`config.mk`:
```
export PLATFORM = sky130hd
export DESIGN_NAME = restoring_divider
export DESIGN_NICKNAME = d
export VERILOG_FILES = /design/src/rtl/div_pkg.sv /design/src/rtl/restoring_divider_ripple_sub.sv /design/src/rtl/restoring_divider.sv
export SDC_FILE = /design/constraint.sdc
export NUM_CORES = 1
export LEC_CHECK = 0
export CAP_MARGIN = 0
export CORE_MARGIN = 1
export CORE_UTILIZATION = 42
export DETAILED_ROUTE_END_ITERATION = 12
export GPL_TIMING_DRIVEN = 0
export PLACE_DENSITY = 0.63
export SKIP_LAST_GASP = 1
export SLEW_MARGIN = 20
export SYNTH_ARGS = -nofsm -noshare
export SYNTH_HDL_FRONTEND = slang
export SYNTH_SLANG_ARGS = --single-unit
```
`constraint.sdc`:
```
create_clock -name Clk -period 4.6 [get_ports Clk]
set_clock_uncertainty 0.05 [all_clocks]
set_input_delay 0.92 -clock Clk [delete_from_list [all_inputs] [get_ports Clk]]
set_output_delay 0.92 -clock Clk [all_outputs]
set_load 0.01 [all_outputs]
```
`src/rtl/div_pkg.sv`:
```
// Shared types and helpers for the restoring divider.
package div_pkg;

    typedef enum logic [1:0] {
        IDLE = 2'd0,
        ITER = 2'd1,
        DONE = 2'd2
    } div_state_t;

    // Width of an iteration counter that must hold values 0..w.
    function automatic int unsigned cnt_width(input int unsigned w);
        return $clog2(w + 1);
    endfunction

endpackage

```
`src/rtl/restoring_divider_ripple_sub.sv`:
```
// Ripple-borrow subtractor a_i - b_i built from full_adder cells (b inverted, carry-in 1).
module full_adder (
    input  logic a_i,
    input  logic b_i,
    input  logic c_i,
    output logic s_o,
    output logic c_o
);

    assign s_o = a_i ^ b_i ^ c_i;
    assign c_o = (a_i & b_i) | (a_i & c_i) | (b_i & c_i);

endmodule

module ripple_sub #(
    parameter int unsigned N = 9
) (
    input  logic [N-1:0] a_i,
    input  logic [N-1:0] b_i,
    output logic [N-1:0] diff_o,
    output logic         borrow_o
);

    logic [N:0] carry;

    assign carry[0] = 1'b1;

    for (genvar i = 0; i < N; i++) begin : g_bit
        full_adder u_fa (
            .a_i (a_i[i]),
            .b_i (~b_i[i]),
            .c_i (carry[i]),
            .s_o (diff_o[i]),
            .c_o (carry[i+1])
        );
    end

    assign borrow_o = ~carry[N];

endmodule

```
`src/rtl/restoring_divider.sv`:
```
// Multi-cycle unsigned restoring divider, one quotient bit per clock.
// Optional feature: define DIV_ZERO_CHECK_EN to short-circuit divide-by-zero in one cycle.
module restoring_divider
    import div_pkg::*;
#(
    parameter int unsigned WIDTH = 8
) (
    input  logic             Clk,
    input  logic             Reset,
    input  logic             Run,
    input  logic [WIDTH-1:0] Dividend,
    input  logic [WIDTH-1:0] Divisor,
    output logic [WIDTH-1:0] Quotient,
    output logic [WIDTH-1:0] Remainder,
    output logic             Busy,
    output logic             Done,
    output logic             DivByZero
);

    localparam int unsigned CW = cnt_width(WIDTH);

    div_state_t       state_q, state_d;
    // Partial remainder top bit is always zero after a step, so only WIDTH bits are kept.
    logic [WIDTH-1:0] a_q, a_d;
    logic [WIDTH-1:0] q_q, q_d;
    logic [WIDTH-1:0] m_q, m_d;
    logic [CW-1:0]    cnt_q, cnt_d;
    logic [WIDTH-1:0] quot_q, quot_d;
    logic [WIDTH-1:0] rem_q, rem_d;

    logic [WIDTH:0]   trial_a;
    logic [WIDTH:0]   trial_b;
    logic [WIDTH:0]   trial_t;
    logic             borrow;
    logic             unused_trial_msb;
    logic [WIDTH-1:0] a_step;
    logic [WIDTH-1:0] q_step;

    assign trial_a = {a_q, q_q[WIDTH-1]};
    assign trial_b = {1'b0, m_q};

    ripple_sub #(
        .N (WIDTH + 1)
    ) u_sub (
        .a_i      (trial_a),
        .b_i      (trial_b),
        .diff_o   (trial_t),
        .borrow_o (borrow)
    );

    // Borrow (not T's MSB) decides the step: with a zero divisor the shifted value may exceed WIDTH bits.
    assign unused_trial_msb = trial_t[WIDTH];
    assign a_step = borrow ? trial_a[WIDTH-1:0] : trial_t[WIDTH-1:0];
    assign q_step = {q_q[WIDTH-2:0], ~borrow};

`ifdef DIV_ZERO_CHECK_EN
    logic dbz_q, dbz_d;
`endif

    always_comb begin
        state_d = state_q;
        a_d     = a_q;
        q_d     = q_q;
        m_d     = m_q;
        cnt_d   = cnt_q;
        quot_d  = quot_q;
        rem_d   = rem_q;
`ifdef DIV_ZERO_CHECK_EN
        dbz_d   = dbz_q;
`endif
        case (state_q)
            IDLE: begin
                if (Run) begin
                    a_d     = '0;
                    q_d     = Dividend;
                    m_d     = Divisor;
                    cnt_d   = '0;
                    state_d = ITER;
`ifdef DIV_ZERO_CHECK_EN
                    if (Divisor == '0) begin
                        quot_d  = '1;
                        rem_d   = Dividend;
                        dbz_d   = 1'b1;
                        state_d = DONE;
                    end
`endif
                end
            end
            ITER: begin
                a_d   = a_step;
                q_d   = q_step;
                cnt_d = cnt_q + CW'(1);
                if (cnt_q == CW'(WIDTH - 1)) begin
                    quot_d  = q_step;
                    rem_d   = a_step;
                    state_d = DONE;
                end
            end
            DONE: begin
                if (!Run) begin
                    state_d = IDLE;
`ifdef DIV_ZERO_CHECK_EN
                    dbz_d   = 1'b0;
`endif
                end
            end
            default: state_d = IDLE;
        endcase
    end

    always_ff @(posedge Clk) begin
        if (Reset) begin
            state_q <= IDLE;
            a_q     <= '0;
            q_q     <= '0;
            m_q     <= '0;
            cnt_q   <= '0;
            quot_q  <= '0;
            rem_q   <= '0;
`ifdef DIV_ZERO_CHECK_EN
            dbz_q   <= 1'b0;
`endif
        end else begin
            state_q <= state_d;
            a_q     <= a_d;
            q_q     <= q_d;
            m_q     <= m_d;
            cnt_q   <= cnt_d;
            quot_q  <= quot_d;
            rem_q   <= rem_d;
`ifdef DIV_ZERO_CHECK_EN
            dbz_q   <= dbz_d;
`endif
        end
    end

    assign Quotient  = quot_q;
    assign Remainder = rem_q;
    assign Busy      = (state_q == ITER);
    assign Done      = (state_q == DONE);
`ifdef DIV_ZERO_CHECK_EN
    assign DivByZero = dbz_q;
`else
    assign DivByZero = 1'b0;
`endif

endmodule

```
# [Word-level counts from Yosys, hierarchy flattened]
# Index checks and enable logic that the tools add are counted.
[totals] inputBits=19 regBits=46 elab_cells=96 output_inout_bits=19
[op_classes] eq_ne=6 n_reduce_logical=6 bitwise=65 n_addsub=1 mux=11
[op_table] cell="case mux 8 bit (2 select lines)" n=2
[op_table] cell="2-to-1 mux 8 bit" n=3
[op_table] cell="bitwise AND 1 bit" n=23
[op_table] cell="OR 1 bit" n=18
[op_table] cell="XOR 1 bit" n=15
[op_table] cell="NOT 1 bit" n=9
[op_table] cell="case mux 4 bit (2 select lines)" n=1
[op_table] cell="2-to-1 mux 2 bit" n=3
[op_table] cell="case mux 2 bit (3 select lines)" n=1
[op_table] cell="AND reduction 2 bit" n=3
[op_table] cell="adder 4 x 1 -> 4 bit, second input constant" n=1
[op_table] cell="== test 4 x 3 -> 1 bit, second input constant" n=1
[op_table] cell="2-to-1 mux 4 bit" n=1
[op_table] cell="!= test 2 bit, second input constant" n=2
[op_table] cell="AND reduction 3 bit" n=1
[op_table] cell="== test 2 x 1 -> 1 bit, second input constant" n=1
[op_table] cell="== test 2 bit, second input constant" n=1
[op_table] cell="logical NOT 2 bit" n=1
[op_table] cell="!= test 2 x 1 -> 1 bit, second input constant" n=1
[op_table] cell="nonzero test 2 bit" n=1

# [Depth between registers and ports, before layout]
# Gate-level depths: netlist (run 1).
[logic_depth] ltp_word=30 depth_mapped=13 ltp_nobuf=13

# [Hierarchy]
# Synthesis (run 1) repeated with hierarchy kept, for this count alone.
[hier_totals] cells_unflattened=250 area_unflattened_um2=2227.1
[by_module_without_submodules] module="restoring_divider" cells_each=230 n_inst=1 seq_area_each_um2=920.9 area_each_um2=2005.7
[by_module_without_submodules] module="full_adder" cells_each=1 n_inst=9 seq_area_each_um2=0.0 area_each_um2=20.0
[by_module_without_submodules] module="ripple_sub" cells_each=11 n_inst=1 seq_area_each_um2=0.0 area_each_um2=41.3

# [Worst setup path after synthesis (run 1)]
# No wires, ideal clock.
[synth_path] path_kind="register -> register" startpoint="register q_q[7]" endpoint="register a_q[0]" synth_period_minus_slack_ns=4.089 path_buffers=0 path_stages_with_launch=14 arrival_ns=3.968 required_time_ns=4.480 path_slack_ns=0.511 setup_ns=0.070 cell_sequence="dfxtp_1 -> inv_1 -> ha_1 -> inv_1 -> fa_1 -> fa_1 -> fa_1 -> fa_1 -> fa_1 -> fa_1 -> fa_1 -> nor2_4 -> mux2_2 -> o2bb2ai_1"
[synth_between] elab_chain_cells=29 word_cells_on_any_way=38 cone_classes="2 x mux; 36 x bitwise"
[synth_rtl] element="start, declared" line="restoring_divider.sv:25" source="logic [WIDTH-1:0] q_q, q_d;"
[synth_rtl] element="start signal, assigned" line="restoring_divider.sv:126" source="q_q <= q_d;"
[synth_rtl] element="bitwise AND 1 bit" line="restoring_divider_ripple_sub.sv:11" source="assign c_o = (a_i & b_i) | (a_i & c_i) | (b_i & c_i);"
[synth_rtl] element="OR 1 bit (2 in a row)" line="restoring_divider_ripple_sub.sv:11"
[synth_rtl] element="bitwise AND 1 bit" line="restoring_divider_ripple_sub.sv:11"
[synth_rtl] element="OR 1 bit (2 in a row)" line="restoring_divider_ripple_sub.sv:11"
[synth_rtl] element="bitwise AND 1 bit" line="restoring_divider_ripple_sub.sv:11"
[synth_rtl] element="OR 1 bit (2 in a row)" line="restoring_divider_ripple_sub.sv:11"
[synth_rtl] element="bitwise AND 1 bit" line="restoring_divider_ripple_sub.sv:11"
[synth_rtl] element="OR 1 bit (2 in a row)" line="restoring_divider_ripple_sub.sv:11"
[synth_rtl] element="(+6 left out)"
[synth_rtl] element="bitwise AND 1 bit" line="restoring_divider_ripple_sub.sv:11"
[synth_rtl] element="OR 1 bit (2 in a row)" line="restoring_divider_ripple_sub.sv:11"
[synth_rtl] element="bitwise AND 1 bit" line="restoring_divider_ripple_sub.sv:11"
[synth_rtl] element="OR 1 bit (2 in a row)" line="restoring_divider_ripple_sub.sv:11"
[synth_rtl] element="bitwise AND 1 bit" line="restoring_divider_ripple_sub.sv:11"
[synth_rtl] element="OR 1 bit (2 in a row)" line="restoring_divider_ripple_sub.sv:11"
[synth_rtl] element="2-to-1 mux 8 bit *" line="restoring_divider.sv:53" source="assign a_step = borrow ? trial_a[WIDTH-1:0] : trial_t[WIDTH-1:0];"
[synth_rtl] element="case mux 8 bit (2 select lines) *" line="restoring_divider.sv:71" source="case (state_q)"
[synth_rtl] element="end signal, assigned" line="restoring_divider.sv:114" source="a_q <= '0;"
[synth_rtl] element="end signal, assigned" line="restoring_divider.sv:125" source="a_q <= a_d;"
[synth_rtl] element="end, declared" line="restoring_divider.sv:24" source="logic [WIDTH-1:0] a_q, a_d;"
# Mark *: on every way between the ends. The rest lies on a longest branch, timed or not.
# A chain may end at the register's enable or synchronous reset.

# [Final worst setup path (run 1)]
[layout_path] startpoint="register q_q[7]" endpoint="register rem_q[2], in the netlist Remainder[2]"
[layout_between] elab_chain_cells=28 word_cells_on_any_way=36 cone_classes="1 x mux; 35 x bitwise"
[layout_rtl] element="bitwise AND 1 bit" line="restoring_divider_ripple_sub.sv:11"
[layout_rtl] element="OR 1 bit * (2 in a row)" line="restoring_divider_ripple_sub.sv:11"
[layout_rtl] element="bitwise AND 1 bit" line="restoring_divider_ripple_sub.sv:11"
[layout_rtl] element="OR 1 bit" line="restoring_divider_ripple_sub.sv:11"
[layout_rtl] element="OR 1 bit *" line="restoring_divider_ripple_sub.sv:11"
[layout_rtl] element="bitwise AND 1 bit" line="restoring_divider_ripple_sub.sv:11"
[layout_rtl] element="OR 1 bit (2 in a row)" line="restoring_divider_ripple_sub.sv:11"
[layout_rtl] element="bitwise AND 1 bit" line="restoring_divider_ripple_sub.sv:11"
[layout_rtl] element="(+6 left out)"
[layout_rtl] element="OR 1 bit (2 in a row)" line="restoring_divider_ripple_sub.sv:11"
[layout_rtl] element="bitwise AND 1 bit" line="restoring_divider_ripple_sub.sv:11"
[layout_rtl] element="OR 1 bit (2 in a row)" line="restoring_divider_ripple_sub.sv:11"
[layout_rtl] element="bitwise AND 1 bit" line="restoring_divider_ripple_sub.sv:11"
[layout_rtl] element="OR 1 bit (2 in a row)" line="restoring_divider_ripple_sub.sv:11"
[layout_rtl] element="bitwise AND 1 bit" line="restoring_divider_ripple_sub.sv:11"
[layout_rtl] element="OR 1 bit (2 in a row)" line="restoring_divider_ripple_sub.sv:11"
[layout_rtl] element="2-to-1 mux 8 bit *" line="restoring_divider.sv:53"
[layout_rtl] element="end signal, assigned" line="restoring_divider.sv:130" source="rem_q <= rem_d;"
[layout_rtl] element="end, declared" line="restoring_divider.sv:29" source="logic [WIDTH-1:0] rem_q, rem_d;"
# Marked as above.

==> run summary, run 1 <==
status: finished, final reports clean
CTS tree: yes
count of input and output buffers: 35
setup TNS: 0 ns
critical path capture point type: flop
Worst Path Buf+Inv: 3
MaxCap Viol Count: 0
Longest Clk Path Bufs: 2
Starting Density: 43.4%
worst slew pin tran: 0.645 ns
Synth area leaders: dfxtp_1 42%, fa_1 6.4%, a21oi_1 5.4%, a211oi_2 4.5%, nor2_1 4.1%
DRT antenna net count: 0
total stage count of the critical path: 14
Reg clk slew, reported paths: 0.09 ns
PD cells: 351 nW/um^2
most frequent CP cell: fa_1
Pleak: 0.00105 uW
Worst R2R End: Remainder[2]
Synth Area in XOR/XNOR: 0%
Post-DP HPWL: 3340 microns
crit-path cells: inv_1 -> ha_1 -> inv_1 -> fa_1 -> fa_1 -> fa_1 -> fa_1 -> fa_1 -> fa_1 -> fa_1 -> nor2_4 -> buf_12 -> mux2i_1 -> a211oi_2
FF-to-FF setup slack: 0.27 ns
core area: 5070 sq um
worst setup path endpoint: Remainder[2]
Global Route Usage Sum: 17.7%
slowest stage delay, CP: 0.46 ns
DR WL/cell: 13.9 microns
Top Ports: 38
die area: 5540 sq um
cell taking the most area after synthesis: dfxtp_1
kind of critical path: flop to flop
Adder-Cell Fraction of Synth Area: 7.49%
Post-synth EDFFs: 0
number of global-route vias before repair: 1435
n_diodes: 0
htree depth: 2
RSZ-0062 raised after global routing: false
post-route core utilization: 55.4%
drt total wl: 4790 microns
Detailed Route Iter0 Violations: 90
WP data arrival: 4.45 ns
die height: 74.5 microns
mapped cell area: 2200 sq um
layout cells sized above 1: 18.2%
Synth Area in Compound Gates: 21.0%
main combinational cell family by area after synthesis: compound AO/OA/AOI/OAI gates
Hold Path Class: flop to flop
cell family with most CP delay: adder cells
Primary FF master, synth: dfxtp_1
initial antenna violation count: 0
row count: 26
synth warn: 0
largest vdd supply drop: 153 uV
simple-gate area share of the yosys netlist: 16.8%
Yosys top cell area share: 41.8%
Area Growth Syn to Fin: 27.6%
Worst Setup SP: q_q[7]
pin count of the biggest net entering global routing: 15
Setup violations, final: 0
GPL Wtd Cong: 0.764
Max Fclk: 231 MHz
TritonCTS Buffers: 5
clk_lat worst skew: 0.30 ns
Distinct cells, synth: 42
final period utilization: 94.1%
Syn Area/Cell: 9.63 sq um
R2R depth: 14
number of vias per cell: 4.96
most common cell after layout, fill and taps aside: dfxtp_1
Overflow after GRT: 0
Crit Path Max Fanout: 10
most frequent cells in the layout: 46 x dfxtp_1, 35 x clkdlybuf4s50_1, 24 x nor2_1, 24 x a21oi_1, 21 x nand2_1
Seq/Total Area, Yosys: 41.8%
DRC: 0
first-pass GRT wire length: 7150 microns
Startpoint Class: flop
root buf cell: clkbuf_8
via count: 1705
drt pass-1 iters: 4
Pins Over Slew Limit: 0
minimum clock period: 4.33 ns
mux cell area share after synthesis: 4.82%
count of state elements after synthesis: 46
FFs w/ async S/R, synth: 0%
PostCTS Resize Cnt: 0
relative slew slack: 57.0%
Mapped Cells: 229
die width: 74.5 microns
final hold vios: 0
Reg-to-Reg Start: q_q[7]
fillers: 519
post-synth net total: 257
Worst EP required: 4.72 ns
Clock Sinks: 46
NumNets Final: 301
slowest CP cell: fa_1
==> worst reg2reg max path, cell delays in order, from the launching register on <==
cell      delay, ns
dfxtp_1        0.30
inv_1          0.08
ha_1           0.15
inv_1          0.05
fa_1           0.38
fa_1           0.39
fa_1           0.42
fa_1           0.40
fa_1           0.40
fa_1           0.39
fa_1           0.46
nor2_4         0.15
buf_12         0.14
mux2i_1        0.34
a211oi_2       0.11
==> layout make-up <==
type	count	area [sq um]	share of cell area (%)
Inverter	11	46.3	1.65
Clock inverter	2	60.1	2.14
Sequential cell	46	921	32.7
Buffer	19	129	4.58
Clock buffer	6	82.6	2.94
Multi-Input combinational cell	153	1110	39.4
Timing Repair Buffer	37	378	13.4
Tap cell	70	87.6	3.11
==> metrics by stage <==
stage | area, sq um | hold slack [ns] | power [uW] | setup WS (ns) | cells
2_1_floorplan | 2200 | 0.386 | 556 | 0.511 | 229
3_3_place_gp | 2640 | 0.393 | 605 | 0.215 | 334
3_5_place_dp | 2640 | 0.397 | 605 | 0.230 | 334
4_1_cts | 2790 | 0.409 | 974 | 0.191 | 342
5_1_grt | 2810 | 0.421 | 1030 | 0.0883 | 344
6_report | 2810 | 0.407 | 987 | 0.271 | 344
==> kinds of logic (layout without fill, tap and decap cells) <==
kind of cell,Yosys count,in the layout
adders and majority gates,9,9
AOI/OAI and AO/OA,61,61
DFF,46,46
other,1,1
and+or+nand+nor,72,72
muxes,10,10
buffers and inverters,30,75
==> Yosys cell counts, types with 2 or more instances <==
| library cell | count |
|---|---|
| a211oi_2 | 8 |
| a21bo_2 | 7 |
| a21oi_1 | 24 |
| a22oi_1 | 2 |
| buf_2 | 9 |
| buf_4 | 4 |
| buf_6 | 2 |
| clkbuf_1 | 3 |
| dfxtp_1 | 46 |
| fa_1 | 7 |
| ha_1 | 2 |
| inv_1 | 10 |
| mux2i_1 | 8 |
| nand2_1 | 21 |
| nand2b_1 | 2 |
| nand3_1 | 7 |
| nand3b_1 | 2 |
| nor2_1 | 24 |
| nor2_4 | 2 |
| nor3b_1 | 2 |
| nor4_1 | 6 |
| o21ai_0 | 3 |
| o2bb2ai_1 | 9 |
==> registers in the layout, indices dropped and copies added (netlist names) <==
signal     count
Quotient       8
Remainder      8
a_q            8
m_q            8
q_q            8
cnt_q          4
state_q        2
==> metal layers <==
layer  global-route usage [%]  vias up  part of all wire (%)
met2                     23.8       44                    43
met5                        0        -                     0
met1                     27.7      776                    50
met4                     5.03        0                   1.0
li1                         -      879                     -
met3                     4.07        6                   5.6
==> worst min path at each step <==
stage	depth (start not counted)	end	start	slack [ns]
2_1_floorplan	2	m_q[1]	m_q[1]	0.39
3_3_place_gp	2	m_q[1]	m_q[1]	0.39
3_5_place_dp	2	m_q[1]	m_q[1]	0.40
4_1_cts	2	m_q[1]	m_q[1]	0.41
5_1_grt	2	m_q[1]	m_q[1]	0.42
6_report	2	m_q[1]	m_q[1]	0.41
==> report_power, final <==
| group | internal (uW) | switching, uW | leakage (uW) |
|---|---|---|---|
| registers | 416 | 14.7 | 0.000375 |
| clock network | 232 | 138 | 0.0000714 |
| logic | 89.0 | 97.9 | 0.000602 |
==> timing repair <==
item	in CTS	in global routing
hold buffers	0	0
setup endpoints to repair	0	4
setup buffers	0	2
Power figures use the tool's default switching activity.
==> run 2: changes to the inputs <==
- CELL_PAD_IN_SITES_DETAIL_PLACEMENT: unset -> 0
- CELL_PAD_IN_SITES_GLOBAL_PLACEMENT: unset -> 2
- CORE_ASPECT_RATIO: unset -> 1.1
- CORE_UTILIZATION: 42 -> 32
- GPL_ROUTABILITY_DRIVEN: unset -> 0
- PLACE_DENSITY: 0.63 -> 0.75
==> run summary, run 2 (synthesis gave the netlist of run 1 again) <==
status: finished, final reports clean
Hold Path Class: flop to flop
via count: 1719
Reg power frac: 50.0%
cell internal pwr: 613 uW
minimum clock period: 4.41 ns
most common cell after layout, fill and taps aside: dfxtp_1
Detailed Route Iter0 Violations: 57
largest vdd supply drop: 142 uV
Pins Over Slew Limit: 0
htree depth: 2
crit-path cells: inv_1 -> ha_1 -> inv_1 -> fa_1 -> fa_1 -> fa_1 -> fa_1 -> fa_1 -> fa_1 -> fa_1 -> nor2_4 -> buf_12 -> mux2i_1 -> a211oi_2
Net Sw Frac: 28.7%
post-route core utilization: 41.7%
final period utilization: 95.8%
Max Fclk: 227 MHz
relative slew slack: 56.6%
die height: 89.1 microns
layout cells sized above 1: 17.5%
Reg clk slew, reported paths: 0.08 ns
most frequent CP cell: fa_1
DRT antenna net count: 0
Psw: 247 uW
DRC: 0
die area: 7230 sq um
final hold vios: 0
Setup violations, final: 0
Startpoint Class: flop
Clock power frac: 27.5%
kind of critical path: flop to flop
PD cells: 311 nW/um^2
TritonCTS Buffers: 5
Pleak: 0.00102 uW
most frequent cells in the layout: 46 x dfxtp_1, 35 x clkdlybuf4s50_1, 24 x nor2_1, 24 x a21oi_1, 21 x nand2_1
first-pass GRT wire length: 8780 microns
core area: 6630 sq um
drt pass-1 iters: 4
Longest Clk Path Bufs: 2
Crit Path Max Fanout: 8
DR WL/cell: 14.9 microns
Cell Area, Placed: 2660 sq um
initial antenna violation count: 0
n_diodes: 0
critical path capture point type: flop
die width: 81.1 microns
number of vias per cell: 4.83
Overflow after GRT: 0
RSZ-0062 raised after global routing: false
Global Route Usage Sum: 16.4%
WP data arrival: 4.51 ns
Clock Sinks: 46
Top Ports: 38
slowest stage delay, CP: 0.45 ns
cts hold-fix bufs: 0
Post-DP HPWL: 3740 microns
row count: 31
root buf cell: clkbuf_8
Starting Density: 33.2%
Worst EP required: 4.70 ns
count of input and output buffers: 35
NumNets Final: 302
setup TNS: 0 ns
Final Cell Area: 2770 sq um
MaxCap Viol Count: 0
drt total wl: 5290 microns
CTS tree: yes
Area Growth Syn to Fin: 25.6%
slowest CP cell: fa_1
pin count of the biggest net entering global routing: 13
worst slew pin tran: 0.651 ns
clk_lat worst skew: 0.29 ns
combinational power share: 22.6%
number of global-route vias before repair: 1679
-- run 2: cell count changes in the layout (fill, tap and decap cells not counted) --
cell	previous run	this run
clkbuf_1	3	5
bufinv_16	2	0
clkbuf_8	6	5
buf_4	5	6
-- run 2: power groups by stage --
| stage | Combinational, uW | Clock (uW) | Sequential, uW |
|---|---|---|---|
| 6_report | 194 | 236 | 430 |
| 5_1_grt | 215 | 260 | 434 |
| 4_1_cts | 175 | 244 | 430 |
| 3_5_place_dp | 174 | 0 | 439 |
| 3_3_place_gp | 173 | 0 | 440 |
| 2_1_floorplan | 120 | 0 | 436 |
-- run 2: layout make-up --
type	instances	area [sq um]
Buffer	19	129
Inverter	11	46.3
Multi-Input combinational cell	153	1110
Timing Repair Buffer	38	385
Clock buffer	7	76.3
Sequential cell	46	921
Fill cell	677	3860
Tap cell	82	103
-- run 2: stage by stage --
step,total power [uW],setup slack (ns),hold WS (ns),std cells
6_report,861,0.192,0.406,356
5_1_grt,908,0.00178,0.428,356
4_1_cts,849,0.0667,0.409,353
3_5_place_dp,613,0.0796,0.397,346
3_3_place_gp,613,0.123,0.397,346
2_1_floorplan,556,0.511,0.386,229
-- run 2: metal layers --
| layer | vias to the layer above | global-route usage [%] | share of wire, % |
|---|---|---|---|
| met5 | - | 0 | 0 |
| met4 | 0 | 4.38 | 0.53 |
| met3 | 5 | 3.16 | 2.4 |
| met2 | 23 | 28.0 | 49 |
| met1 | 810 | 21.0 | 48 |
| li1 | 881 | - | - |
-- run 2: worst max-delay path: cells and delay by family (launching register included) --
family,cells,cell delay (ns)
multiplexers,1,0.35
buffers and inverters,3,0.28
flip-flops,1,0.30
AO/OA/AOI/OAI,1,0.12
adder cells (fa/ha/maj),8,2.97
AND/OR/NAND/NOR,1,0.17
-- run 2: timing repair --
| item | 4_1_cts | 5_1_grt |
|---|---|---|
| setup endpoints to repair | 0 | 14 |
| buffers inserted | 0 | 3 |
| resized for setup | 0 | 0 |
-- run 2: worst paths after layout --
kind,slack (ns),end,depth (start not counted),startpoint
worst min register to register,0.41,m_q[2],2,m_q[2]
worst min-delay path,0.41,m_q[2],2,m_q[2]
worst max register to register,0.19,Remainder[2],14,q_q[7]
worst max-delay path,0.19,Remainder[2],14,q_q[7]
